[src/rtl/multicycle_controller.sv]
// Multicycle RV32I control unit: Moore FSM sequencing fetch/decode/execute/memory/writeback
// over a shared memory with a mem_ready handshake, plus a sticky illegal-instruction trap.
`timescale 1ns/1ps
module multicycle_controller #(
  parameter int unsigned ALU_CTRL_W    = 32'd3,
  parameter bit          SUPPORT_ITYPE = 1'b1,
  parameter bit          SUPPORT_BNE   = 1'b1
) (
  input  logic                  clk,
  input  logic                  rst_n,
  input  logic [6:0]            op,
  input  logic [2:0]            funct3,
  input  logic [6:0]            funct7,
  input  logic                  zero,
  input  logic                  mem_ready,
  output logic                  pc_write,
  output logic                  adr_src,
  output logic                  mem_write,
  output logic                  ir_write,
  output logic [1:0]            result_src,
  output logic [1:0]            alu_src_a,
  output logic [1:0]            alu_src_b,
  output logic [ALU_CTRL_W-1:0] alu_control,
  output logic [1:0]            imm_src,
  output logic                  reg_write,
  output logic                  trap
);

  localparam logic [3:0] S_FETCH    = 4'd0;
  localparam logic [3:0] S_DECODE   = 4'd1;
  localparam logic [3:0] S_MEMADR   = 4'd2;
  localparam logic [3:0] S_MEMREAD  = 4'd3;
  localparam logic [3:0] S_MEMWB    = 4'd4;
  localparam logic [3:0] S_MEMWRITE = 4'd5;
  localparam logic [3:0] S_EXECUTER = 4'd6;
  localparam logic [3:0] S_EXECUTEI = 4'd7;
  localparam logic [3:0] S_ALUWB    = 4'd8;
  localparam logic [3:0] S_JAL      = 4'd9;
  localparam logic [3:0] S_BRANCH   = 4'd10;
  localparam logic [3:0] S_TRAP     = 4'd11;

  logic [3:0] state_r;
  logic [3:0] next_state_s;
  logic       pc_write_s;
  logic       mem_write_s;
  logic       ir_write_s;
  logic       reg_write_s;
  logic       trap_s;
  logic [2:0] alu_s;
  logic       unused_funct7_s;

  assign unused_funct7_s = ^{funct7[6], funct7[4:0]};

  // sub is only selected for R-type funct7[5]=1; I-type has op[5]=0
  function automatic logic [2:0] alu_decode(input logic [2:0] f3, input logic op5, input logic f75);
    case (f3)
      3'b000:  alu_decode = (op5 & f75) ? 3'b001 : 3'b000;
      3'b010:  alu_decode = 3'b101;
      3'b110:  alu_decode = 3'b011;
      3'b111:  alu_decode = 3'b010;
      default: alu_decode = 3'b000;
    endcase
  endfunction

  // state register
  always_ff @(posedge clk or negedge rst_n) begin
    if (!rst_n) begin
      state_r <= S_FETCH;
    end else begin
      state_r <= next_state_s;
    end
  end

  // next-state logic
  always_comb begin
    next_state_s = S_TRAP;
    case (state_r)
      S_FETCH:    next_state_s = mem_ready ? S_DECODE : S_FETCH;
      S_DECODE: begin
        case (op)
          7'b0000011, 7'b0100011: next_state_s = S_MEMADR;
          7'b0110011:             next_state_s = S_EXECUTER;
          7'b0010011:             next_state_s = SUPPORT_ITYPE ? S_EXECUTEI : S_TRAP;
          7'b1101111:             next_state_s = S_JAL;
          7'b1100011: begin
            if ((funct3 == 3'b000) || ((funct3 == 3'b001) && SUPPORT_BNE)) begin
              next_state_s = S_BRANCH;
            end else begin
              next_state_s = S_TRAP;
            end
          end
          default:                next_state_s = S_TRAP;
        endcase
      end
      S_MEMADR:   next_state_s = op[5] ? S_MEMWRITE : S_MEMREAD;
      S_MEMREAD:  next_state_s = mem_ready ? S_MEMWB : S_MEMREAD;
      S_MEMWB:    next_state_s = S_FETCH;
      S_MEMWRITE: next_state_s = mem_ready ? S_FETCH : S_MEMWRITE;
      S_EXECUTER: next_state_s = S_ALUWB;
      S_EXECUTEI: next_state_s = S_ALUWB;
      S_ALUWB:    next_state_s = S_FETCH;
      S_JAL:      next_state_s = S_ALUWB;
      S_BRANCH:   next_state_s = S_FETCH;
      S_TRAP:     next_state_s = S_TRAP;
      default:    next_state_s = S_TRAP;
    endcase
  end

  // per-state control outputs
  always_comb begin
    pc_write_s  = 1'b0;
    adr_src     = 1'b0;
    mem_write_s = 1'b0;
    ir_write_s  = 1'b0;
    result_src  = 2'b00;
    alu_src_a   = 2'b00;
    alu_src_b   = 2'b00;
    alu_s       = 3'b000;
    reg_write_s = 1'b0;
    trap_s      = 1'b0;
    case (state_r)
      S_FETCH: begin
        alu_src_b  = 2'b10;
        result_src = 2'b10;
        ir_write_s = mem_ready;
        pc_write_s = mem_ready;
      end
      S_DECODE: begin
        alu_src_a = 2'b01;
        alu_src_b = 2'b01;
      end
      S_MEMADR: begin
        alu_src_a = 2'b10;
        alu_src_b = 2'b01;
      end
      S_MEMREAD:  adr_src = 1'b1;
      S_MEMWB: begin
        result_src  = 2'b01;
        reg_write_s = 1'b1;
      end
      S_MEMWRITE: begin
        adr_src     = 1'b1;
        mem_write_s = 1'b1;
      end
      S_EXECUTER: begin
        alu_src_a = 2'b10;
        alu_s     = alu_decode(funct3, op[5], funct7[5]);
      end
      S_EXECUTEI: begin
        alu_src_a = 2'b10;
        alu_src_b = 2'b01;
        alu_s     = alu_decode(funct3, op[5], funct7[5]);
      end
      S_ALUWB:    reg_write_s = 1'b1;
      S_JAL: begin
        alu_src_a  = 2'b01;
        alu_src_b  = 2'b10;
        pc_write_s = 1'b1;
      end
      S_BRANCH: begin
        alu_src_a = 2'b10;
        alu_s     = 3'b001;
        if (funct3 == 3'b000) begin
          pc_write_s = zero;
        end else if (funct3 == 3'b001) begin
          pc_write_s = ~zero;
        end else begin
          pc_write_s = 1'b0;
        end
      end
      S_TRAP:     trap_s = 1'b1;
      default:    trap_s = 1'b1;
    endcase
  end

  // immediate format depends only on the opcode
  always_comb begin
    case (op)
      7'b0100011: imm_src = 2'b01;
      7'b1100011: imm_src = 2'b10;
      7'b1101111: imm_src = 2'b11;
      default:    imm_src = 2'b00;
    endcase
  end

  // enables are held off for the whole time reset is asserted
  assign pc_write    = rst_n & pc_write_s;
  assign mem_write   = rst_n & mem_write_s;
  assign ir_write    = rst_n & ir_write_s;
  assign reg_write   = rst_n & reg_write_s;
  assign trap        = rst_n & trap_s;
  assign alu_control = ALU_CTRL_W'(alu_s);

endmodule

[config.mk]
export PLATFORM = sky130hd
export DESIGN_NAME = multicycle_controller
export DESIGN_NICKNAME = d
export VERILOG_FILES = /design/src/rtl/multicycle_controller.sv
export SDC_FILE = /design/constraint.sdc
export NUM_CORES = 1
export LEC_CHECK = 0
export CELL_PAD_IN_SITES_DETAIL_PLACEMENT = 2
export CELL_PAD_IN_SITES_GLOBAL_PLACEMENT = 2
export CORE_MARGIN = 2
export CORE_UTILIZATION = 18
export CTS_CLUSTER_DIAMETER = 200
export DETAILED_ROUTE_END_ITERATION = 10
export PLACE_DENSITY = 0.8
export SETUP_SLACK_MARGIN = 0.1
export SLEW_MARGIN = 20
export SYNTH_ARGS = -nofsm -noshare
export SYNTH_HDL_FRONTEND = slang
export SYNTH_SLANG_ARGS = --single-unit
[constraint.sdc]
create_clock -name clk -period 2.2 [get_ports clk]
set_clock_uncertainty 0.2 [all_clocks]
set_input_delay 0.33 -clock clk [delete_from_list [all_inputs] [get_ports clk]]
set_output_delay 0.33 -clock clk [all_outputs]
set_load 0.05 [all_outputs]
==> metrics.md <==
| Metric | Value |
|---|---|
| Outcome | `finished, final reports clean` |
| Placed Cells incl. Taps | `166` |
| Peak VDD IR | `0.373 mV` |
| Root Buffer | `clkbuf_4` |
| Cell Area, Synth | `584 um^2` |
| Ys async rst share | `100%` |
| Largest net degree at the start of global routing | `17` |
| R2R Setup Slk | `~0.51 ns` |
| Post-Synthesis Cells | `83` |
| Gr usage total | `between 15 and 20%` |
| Worst-skew pair later-pin latency | `between 0.2 and 0.25 ns` |
| Post-synthesis xor/xnor area fraction | `4.50%` |
| Hpwl dp | `2.11 mm` |
| P&R area growth vs syn | `148%` |
| Reg with most FFs | `state_r` |
| Remaining DRCs | `0` |
| Final Max Slew Viols | `0` |
| CTS buffer count | `3` |
| Register area | `about 110 um^2` |
| Synth top area share | `17.1%` |
| Port buffer count | `31` |
| Core ar. | `just over 3000 um^2` |
| Mux cell area share after synthesis | `under 10%` |
| Die area | `~3700 um^2` |
| # nets final | `between 150 and 200` |
| Unrepaired setup endpoints after global routing | `true` |
| Max cap viols | `0` |
| Share of layout cells above drive strength 1 | `52.9%` |
| CP startpoint kind | `register` |
| Post-synthesis adder-cell area fraction | `0%` |
| CTS H-tree lvls | `1` |
| TritonCTS clock tree | `done` |
| First-pass GRT wire length | `4.50 mm` |
| DR iter-0 viols | `10` |
| Pleak | `0.617 nW` |
| Bufs on Longest Clock Path | `2` |
| Top Registers | `state_r (4)` |
| Final Cell Area | `1450 um^2` |
| Number of flip-flops in the largest register | `4` |
| Slew at the pin closest to its max-slew limit | `approximately 0.36 ns` |
| Crit path DAT | `1.60 ns` |
| Initial core utilization | `roughly a fifth` |
| Crit path required time | `roughly 1.7 ns` |
| Row cnt | `20` |
| ANT nets after route | `0` |
| EDFF count, synth | `0` |
| Fmax | `469 MHz` |
| Distinct cells, synth | `33` |
| Hold Crit Class | `input pin to register` |
| Die Width | `a little over 60 um` |
| Die Ht | `between 60 and 70 um` |
| Final cycle utilization of the critical path | `96.8%` |
| RD Place Congestion | `between 0.7 and 0.8` |
| GR Overflow Total | `0` |
| Wire length per cell | `approximately 19 um` |
| Yosys top cell by area | `dfrtp_1` |
| Synth Flop Type | `dfrtp_1` |
| Routed wire length | `3.46 mm` |
| Worst Path Max Fanout | `6` |
| Most frequent cell after synthesis | `nor2_1` |
| Post-synthesis compound-gate area fraction | `around 26%` |
| Routed vias/inst | `approximately 4.8` |
| Antenna cells | `0` |
| Largest family of logic cells by synthesized area | `simple AND/OR/NAND/NOR gates` |
| Layout fillers | `approximately 330` |
| I/O pin total | `38` |
| Clk pin slew, worst setup/hold paths | `roughly 0.040 ns` |
| Vias in the first global route | `around 900` |
| Crit. End Element | `output pin` |
| Syn Nets | `around 100` |
| Initial antenna violation count | `0` |
| DP Worst Slack | `-0.141 ns` |
| Final WS setup | `around 0.070 ns` |
| Placed cell area | `around 1200 um^2` |
| Worst setup path class | `register to output pin` |
| Most common library cells after synthesis | `nor2_1 (10), a21oi_1 (6), nand2_1 (6), nand3_1 (5)` |
| CTS Sinks | `4` |
| Slew margin rel. | `75.5%` |
| Area contributors post-synth | `dfrtp_1 (17%), nor2_1 (6.4%), a21oi_1 (5.1%)` |
| FF+latch count, synth | `4` |
| Register area share after synthesis | `roughly 17%` |
| Power per cell area | `1360 nW/um^2` |
| Minimum clock period after layout | `roughly 2.1 ns` |
| Post-Layout Cell Count | `184` |
| Syn. warnings | `0` |
| Vias | `877` |
| Synth Area in Simple Gates | `roughly 43%` |
| Fin. Hold Viols | `0` |
| DRT Pass-1 Iters | `4` |
| Avg Cell Area, Syn | `~7.0 um^2` |
| Finish-stage setup viols | `0` |
| Area of the multi-input gates | `approximately 560 um^2` |
[through the flow]
stage / total power, W / TNS, ns / hold WS (ns) / utilization [%]
final: 0.00196 / 0 / 0.421 / 47.1
after CTS: 0.00179 / 0 / 0.322 / 43.0
after detailed placement: 0.00160 / -0.141 / 0.418 / 39.8
after floorplan: 0.000957 / -0.139 / -0.166 / -
after global placement: 0.00155 / -0.0774 / 0.417 / 39.8
after global routing: 0.00207 / -0.0300 / 0.445 / 47.1
[area by class of cell]
type / instances / area share [%]
inverters: 3 / 0.777
repair buffers: 58 / 48.0
flip-flops and latches: 4 / 7.43
clock buffers: 3 / 1.55
well taps: 44 / 3.80
multi-input cells: 72 / 38.4
[cell families after synthesis]
group | count (synthesis)
compound gates | 22
buf+inv | 7
flops | 4
xor+xnor | 3
simple gates | 45
mux | 2
[metal layers]
| layer | up-vias | global-route usage (%) | routed length [um] |
|---|---|---|---|
| met1 | 425 | 19.6 | 1360 |
| met4 | 0 | 4.97 | 74 |
| met5 | - | 0 | 0 |
| met2 | 34 | 31.8 | 1880 |
| met3 | 6 | 2.56 | 138 |
| li1 | 412 | - | - |
[where the power goes]
part	internal, W	total, W	switching (W)
sequential	0.000118	0.000195	0.0000771
clock	0.0000612	0.0000932	0.0000321
combinational	0.000793	0.00168	0.000883
total	0.000972	0.00196	0.000992
[worst max-delay path, stage by stage (launching register included)]
cell	delay [ns]
dfrtp_2	0.42
buf_4	0.18
nor2_2	0.16
a21oi_1	0.14
a2111oi_4	0.28
buf_12	0.19
[worst paths after layout]
kind                                 start    endpoint  depth (start not counted)
worst min register to register  state_r[1]  state_r[3]                          3
max in group asynchronous            rst_n  state_r[0]                          3
min in group asynchronous            rst_n  state_r[2]                          3
worst max-delay path            state_r[1]    pc_write                          5
worst min-delay path                 op[3]  state_r[2]                          4
worst max register to register  state_r[0]  state_r[0]                          5
[what timing repair did]
item,CTS,global route
endpoints found under the setup margin,14,9
hold buffers,0,1
buffers inserted,7,7
resized for setup,14,19
pin swaps,7,4
endpoints found under the hold margin,0,4
[cell usage in the layout (no fill, tap or decap), drive strengths merged, types with 2 or more instances in the layout]
master / count
nand3: 5
a21oi: 6
clkdlybuf4s50: 7
o21ai: 6
nand2b: 3
and3: 2
nor2b: 3
and2: 4
nor2: 10
clkbuf: 3
a2111oi: 3
nor3b: 2
a31oi: 2
nand2: 6
buf: 43
xor2: 2
dlymetal6s2s: 3
nor3: 4
inv: 3
dlygate4sd2: 4
dfrtp: 4
and2b: 2
o31ai: 2
No activity file was read; power rests on OpenSTA's default activity.
